**config.mk**
```make
export PLATFORM = sky130hd
export DESIGN_NAME = line_burst_responder
export DESIGN_NICKNAME = d
export VERILOG_FILES = /design/src/rtl/line_burst_responder_pkg.sv /design/src/rtl/line_burst_responder_buffer.sv /design/src/rtl/line_burst_responder.sv
export SDC_FILE = /design/constraint.sdc
export NUM_CORES = 1
export LEC_CHECK = 0
export BUFFER_PORTS_ARGS = -buffer_cell sky130_fd_sc_hd__buf_2
export CELL_PAD_IN_SITES_DETAIL_PLACEMENT = 1
export CELL_PAD_IN_SITES_GLOBAL_PLACEMENT = 1
export CORE_AREA = 2 2 278 280
export CTS_BUF_LIST = sky130_fd_sc_hd__clkbuf_4 sky130_fd_sc_hd__clkbuf_8 sky130_fd_sc_hd__clkbuf_16
export DETAILED_ROUTE_END_ITERATION = 10
export DIE_AREA = 0 0 280 282
export GPL_TIMING_DRIVEN = 0
export PLACE_DENSITY_LB_ADDON = 0.05
export SLEW_MARGIN = 20
export SYNTH_ARGS = -nofsm -noshare
export SYNTH_HDL_FRONTEND = slang
export SYNTH_SLANG_ARGS = --single-unit
```
**constraint.sdc**
```tcl
create_clock -name clk -period 4.8 [get_ports clk]
set_clock_uncertainty 0.15 [all_clocks]
set_input_delay 0.24 -clock clk [delete_from_list [all_inputs] [get_ports clk]]
set_output_delay 0.24 -clock clk [all_outputs]
set_load 0.03 [all_outputs]
```
**src/rtl/line_burst_responder_pkg.sv**
```systemverilog
// Shared types and constants for the cache-line burst responder.
package line_burst_responder_pkg;

  localparam int BEAT_WIDTH  = 64;
  localparam int BEATS       = 4;
  localparam int OFFSET_BITS = 5;
  localparam int LINE_WIDTH  = BEATS * BEAT_WIDTH;
  localparam int BEAT_IDX_W  = $clog2(BEATS);

  typedef logic [LINE_WIDTH-1:0] cacheline_t;
  typedef logic [BEAT_WIDTH-1:0] beat_t;
  typedef logic [BEAT_IDX_W-1:0] beat_idx_t;

  typedef enum logic [1:0] {
    ST_IDLE,
    ST_READ,
    ST_WRITE,
    ST_RESP
  } lbr_state_e;

  // Clears the byte-offset bits so every burst starts on a line boundary.
  function automatic logic [31:0] line_align(input logic [31:0] addr);
    return addr & ~((32'd1 << OFFSET_BITS) - 32'd1);
  endfunction

endpackage

```
**src/rtl/line_burst_responder_buffer.sv**
```systemverilog
// Line buffer with full-line load, beat-indexed write and beat-indexed read.
module line_beat_buffer
  import line_burst_responder_pkg::*;
(
  input  logic       clk,
  input  logic       rst,
  input  logic       load_i,
  input  cacheline_t line_i,
  input  logic       wr_en_i,
  input  beat_idx_t  wr_idx_i,
  input  beat_t      wr_beat_i,
  input  beat_idx_t  rd_idx_i,
  output beat_t      rd_beat_o,
  output cacheline_t line_o
);

  cacheline_t line_q, line_d;

  always_comb begin
    // NOTE: every always_comb output gets a default first so no path can infer a latch.
    line_d = line_q;
    if (load_i) begin
      line_d = line_i;
    end else if (wr_en_i) begin
      line_d[int'(wr_idx_i)*BEAT_WIDTH +: BEAT_WIDTH] = wr_beat_i;
    end
  end

  // NOTE: this storage is reset because the read line is visible on the port straight after reset.
  always_ff @(posedge clk) begin
    if (rst) begin
      // NOTE: sequential state uses non-blocking assignments only.
      line_q <= '0;
    end else begin
      line_q <= line_d;
    end
  end

  assign rd_beat_o = line_q[int'(rd_idx_i)*BEAT_WIDTH +: BEAT_WIDTH];
  assign line_o    = line_q;

endmodule

```
**src/rtl/line_burst_responder.sv**
```systemverilog
// Turns one 256-bit cache line request into a 4-beat 64-bit memory burst.
module line_burst_responder
  import line_burst_responder_pkg::*;
(
  input  logic        clk,
  input  logic        rst,
  input  logic [31:0] pmem_address,
  input  cacheline_t  pmem_wdata,
  input  logic        pmem_read,
  input  logic        pmem_write,
  output cacheline_t  pmem_rdata,
  output logic        pmem_resp,
  output logic [31:0] burst_address,
  output logic        burst_read,
  output logic        burst_write,
  output beat_t       burst_wdata,
  input  beat_t       burst_rdata,
  input  logic        burst_resp
);

  lbr_state_e  state_q, state_d;
  beat_idx_t   cnt_q, cnt_d;
  logic [31:0] addr_q, addr_d;
  logic        buf_load;
  logic        buf_wr_en;
  beat_t       buf_rd_beat;
  cacheline_t  buf_line;

  always_comb begin
    state_d   = state_q;
    cnt_d     = cnt_q;
    addr_d    = addr_q;
    buf_load  = 1'b0;
    buf_wr_en = 1'b0;
    unique case (state_q)
      ST_IDLE: begin
        // Write wins when both requests are raised together.
        if (pmem_write) begin
          addr_d   = line_align(pmem_address);
          buf_load = 1'b1;
          cnt_d    = '0;
          state_d  = ST_WRITE;
        end else if (pmem_read) begin
          addr_d  = line_align(pmem_address);
          cnt_d   = '0;
          state_d = ST_READ;
        end
      end
      ST_READ: begin
        if (burst_resp) begin
          buf_wr_en = 1'b1;
          cnt_d     = cnt_q + 1'b1;
          if (cnt_q == beat_idx_t'(BEATS - 1)) state_d = ST_RESP;
        end
      end
      ST_WRITE: begin
        if (burst_resp) begin
          cnt_d = cnt_q + 1'b1;
          if (cnt_q == beat_idx_t'(BEATS - 1)) state_d = ST_RESP;
        end
      end
      ST_RESP: state_d = ST_IDLE;
      default: state_d = ST_IDLE;
    endcase
  end

  always_ff @(posedge clk) begin
    if (rst) begin
      state_q <= ST_IDLE;
      cnt_q   <= '0;
      addr_q  <= '0;
    end else begin
      state_q <= state_d;
      cnt_q   <= cnt_d;
      addr_q  <= addr_d;
    end
  end

  line_beat_buffer u_buffer (
    .clk       (clk),
    .rst       (rst),
    .load_i    (buf_load),
    .line_i    (pmem_wdata),
    .wr_en_i   (buf_wr_en),
    .wr_idx_i  (cnt_q),
    .wr_beat_i (burst_rdata),
    .rd_idx_i  (cnt_q),
    .rd_beat_o (buf_rd_beat),
    .line_o    (buf_line)
  );

  assign burst_read    = (state_q == ST_READ);
  assign burst_write   = (state_q == ST_WRITE);
  assign burst_address = addr_q;
  assign burst_wdata   = buf_rd_beat;
  assign pmem_resp     = (state_q == ST_RESP);
  assign pmem_rdata    = buf_line;

endmodule
```
* Word level (Yosys, flattened, before mapping)
Cells that the tools add are included.
** Cells by class
- Reduce and logical (&&, ||, !) cells :: 8
- Equal/unequal tests :: 7
- Muxes and demuxes :: 18
- $add $sub $neg :: 2
- Shift-type cells :: 3
** Operators with widths (number)
- 256-bit 2-to-1 mux :: 2
- 256-bit bitwise mux :: 1
- 64-bit by 33-bit variable shift with 256-bit output (first input constant) :: 1
- 256-bit by 9-bit indexed part select with 64-bit output :: 1
- 64-bit by 33-bit indexed part select with 256-bit output :: 1
- 32-bit 2-to-1 mux :: 2
- 8-bit negator with 33-bit output :: 1
- 2-bit 2-to-1 mux :: 7
- 2-bit == test (second input constant) :: 3
- 2-bit one-hot mux with 3 select lines :: 1
- 3-bit AND reduction :: 2
- 2-bit nonzero test :: 3
- 1-bit 2-to-1 mux :: 4
- 2-bit by 1-bit inequality test with 1-bit output (second input constant) :: 2
- 2-bit one-hot mux with 2 select lines :: 1
- 3-bit inequality test (second input constant) :: 1
- 2-bit by 1-bit adder with 2-bit output (second input constant) :: 1
- 2-bit by 1-bit == test with 1-bit output (second input constant) :: 1
- 2-bit logical NOT :: 1
- 2-bit AND reduction :: 1
- 2-bit OR reduction :: 1
** Word-level totals
- Input bits :: 357
- Output and inout bits :: 355
- Word-level logic and storage cells :: 42
- Flip-flop bits (word level) :: 292

* Longest topological paths before layout
- Word-level depth :: 5
- Gate-level depth with buffers :: 10
- Gate-level depth less buffers :: 5

* Cells and area by module
From an unflattened synthesis, not the netlist that was laid out.
** Second synthesis, totals
- Cell total of the unflattened synthesis :: 1416
- Area, all modules :: 13505.5 um2
** Modules (own cells, without submodules)
- line_beat_buffer :: cells an instance 1258, area each 12046.6 um2, times used 1
- line_burst_responder :: cells an instance 158, area each 1458.9 um2, times used 1

* Worst setup path before layout
Ideal clock, no wire load.
- Path type :: reg2reg
- Start :: reg cnt_q[1]
- End :: reg u_buffer.line_q[11], in the netlist u_buffer.line_o[11]
- Clock period less this slack :: 2.403 ns
- Data arrival time :: 2.183 ns
- Path slack :: 2.397 ns
- Library setup time :: 0.070 ns
- Stages on the path, launching flop included :: 10
- Buffers on the path :: 4
- Required time :: 4.580 ns
- Cell sequence :: dfxtp_1 buf_2 buf_1 inv_1 ha_1 and4bb_2 buf_4 buf_4 nand4_1 a21oi_2
** Between the ends
- Word-level cells in the longest chain between the ends :: 5
- Elaborated cells on any way between the ends :: 6
** RTL lines
- from (decl) :: line line_burst_responder.sv:22 : beat_idx_t cnt_q, cnt_d;
- from (signal assigned) :: line line_burst_responder.sv:74 : cnt_q <= cnt_d;
- 8-bit negator with 33-bit output (*) :: line line_burst_responder_buffer.sv:25 : line_d[int'(wr_idx_i)*BEAT_WIDTH +: BEAT_WIDTH] = wr_beat_i;
- 64-bit by 33-bit indexed part select with 256-bit output / 64-bit by 33-bit variable shift with 256-bit output (equally long branches) :: line line_burst_responder_buffer.sv:25
- 256-bit bitwise mux (*) :: line line_burst_responder_buffer.sv:25
- 256-bit 2-to-1 mux (*) :: line line_burst_responder_buffer.sv:24 : end else if (wr_en_i) begin
- 256-bit 2-to-1 mux (*) :: line line_burst_responder_buffer.sv:22 : if (load_i) begin
- to (signal assigned) :: line line_burst_responder_buffer.sv:35 : line_q <= line_d;
- to (decl) :: line line_burst_responder_buffer.sv:17 : cacheline_t line_q, line_d;
Every way passes the cells marked *; elsewhere a longest branch is shown, timed or not. The select of a mux whose other input is x is not followed.
A chain may end at the register's enable or synchronous reset.

* Final worst setup path
- Start :: reg cnt_q[1]
- End :: reg u_buffer.line_q[110], in the netlist u_buffer.line_o[110]
The elaborated chain is that of the path after synthesis.

==> impl_metrics.env <==
export IMPL_rows=101
export IMPL_overflow=0
export IMPL_viasPerCell=4.98
export IMPL_critPathMaxFanout=10
export IMPL_syn_inst=1446
export IMPL_core_um2=75700
export IMPL_critical_path_class="flip-flop to flip-flop"
export IMPL_yosys_register_bits=287
export IMPL_synth_seq_area_share_pct=40.5
export IMPL_ys_flop_type="dfxtp_1"
export IMPL_drt_iter0_markers=986
export IMPL_yosys_warnings=0
export IMPL_grt_max_degree=11
export IMPL_tightestPinTransition_ps=1040
export IMPL_io_pins=712
export IMPL_worst_hold_slack_ps=117
export IMPL_cp_required_ps=5140
export IMPL_cts_tree="yes"
export IMPL_io_buffers=700
export IMPL_die_area_um2=79000
export IMPL_wl_per_cell_um=27.7
export IMPL_synth_async_reset_ratio_pct=0
export IMPL_cap_violations=0
export IMPL_min_to="state_q[0]"
export IMPL_fin_crit_sh_pct=92.5
export IMPL_final_setup_viol_count=0
export IMPL_cts_root_buf="clkbuf_16"
export IMPL_power_density_nw_per_um2=547
export IMPL_peakVddDrop_v=0.000213
export IMPL_wl_um=102000
export IMPL_rrSetupSlack_ps=360
export IMPL_die_w_um=280
export IMPL_yosysMostFrequentCell="dfxtp_1"
export IMPL_cts_max_level=2
export IMPL_drtAntennaViolNets=0
export IMPL_syn_area_per_cell_um2=9.81
export IMPL_design_area_um2=24800
export IMPL_setup_tns_ps=0
export IMPL_routabilityCongestion=0.832
export IMPL_hold_viol=0
export IMPL_dp_slack_ps=909
export IMPL_period_minus_slack_ps=4440
export IMPL_worstHoldStart="pmem_write"
export IMPL_ys_types=32
export IMPL_rsz0062_at_grt="false"
export IMPL_start_util_pct=18.7
export IMPL_leakage_nw=10.8
export IMPL_maxSlewViolCount=0
export IMPL_fmax_mhz=225
export IMPL_syn_area_um2=14200
export IMPL_synth_edf_count=0
export IMPL_grt_pass1_wl_um=142000
export IMPL_utilization_pct=32.8
export IMPL_status="finished, final reports clean"
export IMPL_synth_common_cells="dfxtp_1, a21oi_1, nand4_1, a22oi_1, buf_2"
export IMPL_synth_area_leaders="dfxtp_1, a22oi_1, nand4_1"
export IMPL_nNetsFinal=3016
export IMPL_syn_to_final_growth_pct=74.8
export IMPL_cts_sinks=287
export IMPL_antenna_found_initial=21
export IMPL_r2r_end="u_buffer.line_o[110]"
export IMPL_drc_errors=0
export IMPL_dieHeight_um=282
export IMPL_reg2reg_depth=9
export IMPL_setup_slack_ps=362
export IMPL_cp_start_kind="flip-flop"
export IMPL_yosys_area_top_type_share_pct=40.5
export IMPL_hold_class="input pin to flip-flop"
export IMPL_holdPathStages=4
export IMPL_dr_pass1_iters=5
export IMPL_end_kind="flip-flop"
export IMPL_relSlewSlack_pct=30.8
export IMPL_post_synth_top_area_cell="dfxtp_1"
export IMPL_post_dp_hpwl_um=76800
export IMPL_drive_above_1_share_pct=39.1
export IMPL_cts_buffers=41
export IMPL_dpl_instance_area_um2=18900
export IMPL_dr_total_vias=18247
export IMPL_cts_reportedPaths_clkPinSlew_ps=60
export IMPL_track_usage_pct=24.8
export IMPL_grt_pass1_vias=19496
export IMPL_clock_latency_ps=550
export IMPL_reg2reg_from="cnt_q[1]"
export IMPL_cp_data_arrival_time_ps=4780
export IMPL_clockBufferDepth=3
[cells by family (layout without fill, tap and decap cells)]
| kind of cell | after synthesis | in the layout | synth area share (%) |
|---|---|---|---|
| AOI/OAI and AO/OA | 555 | 555 | 26.4 |
| adders and majority gates | 11 | 11 | 0.970 |
| other | 1 | 17 | 0.0264 |
| and+or+nand+nor | 324 | 324 | 13.5 |
| muxes | 66 | 66 | 10.3 |
| DFF | 287 | 287 | 40.5 |
| buffers and inverters | 202 | 1425 | 8.34 |
[placed cells by master, fill, tap and decap left out, drive strengths merged, types with 2 or more instances in the layout]
| cell type | count |
|---|---|
| o21ai | 5 |
| a21oi | 287 |
| and2 | 2 |
| nand4 | 258 |
| clkbuf | 98 |
| diode | 12 |
| nand2 | 55 |
| ha | 11 |
| clkinv | 8 |
| mux4 | 64 |
| a32oi | 4 |
| inv | 4 |
| dfxtp | 287 |
| and4bb | 2 |
| conb | 5 |
| mux2i | 2 |
| a22oi | 256 |
| buf | 859 |
| dlygate4sd3 | 455 |
[worst max-delay path, stage by stage (launching register included)]
cell           delay [ps]
dfxtp_1               580
buf_2                 530
buf_1                 640
inv_1                 200
ha_1                  270
a32oi_4               870
buf_6                 260
a22oi_1                80
a21oi_1               170
dlygate4sd3_1         590
[routing by layer]
metal,GRT usage [%],wire length [µm]
met3,4.04,4720
met5,0,92
met4,6.31,2520
met2,44.2,51400
met1,30.8,42800
[stage by stage]
step / total power [W] / std cells
6_report: 0.0136 / 3663
2_1_floorplan: 0.00741 / 1450
4_1_cts: 0.0137 / 3651
3_3_place_gp: 0.00996 / 3128
3_5_place_dp: 0.0100 / 3128
5_1_grt: 0.0143 / 3659
[layout make-up]
type	instances	area, µm²
fill	8907	50900
timing repair buffer	1155	8060
multi-input combinational	961	7270
sequential	287	5750
tap	978	1220
clock buffer	59	1220
buffer	198	1170
clock inverter	9	70.1
antenna	12	30.0
inverter	4	15.0
[what timing repair did]
action,4_1_cts,5_1_grt
setup buffers,0,0
endpoints found under the hold margin,285,0
resized for setup,0,0
endpoints found under the setup margin,0,0
hold buffers,455,0
[worst max path at each step]
stage / cells past startpoint / start / to
after CTS: 10 / cnt_q[1] / u_buffer.line_o[250]
after floorplan: 9 / cnt_q[1] / u_buffer.line_o[11]
after global routing: 10 / cnt_q[1] / u_buffer.line_o[237]
final: 9 / cnt_q[1] / u_buffer.line_o[110]
after detailed placement: 8 / cnt_q[1] / u_buffer.line_o[85]
after global placement: 9 / cnt_q[1] / u_buffer.line_o[245]
[report_power, final]
group	internal, W	leakage [nW]	switching [W]
Clock	0.00180	0.657	0.00123
Combinational	0.00254	7.74	0.00462
Sequential	0.00287	2.36	0.000522
[sequential cells by signal, summed over array words and instances (netlist names)]
register and cells:
u_buffer.line_o 256, burst_address 27, cnt_q 2, state_q 2
(Power assumes the default switching activity.)
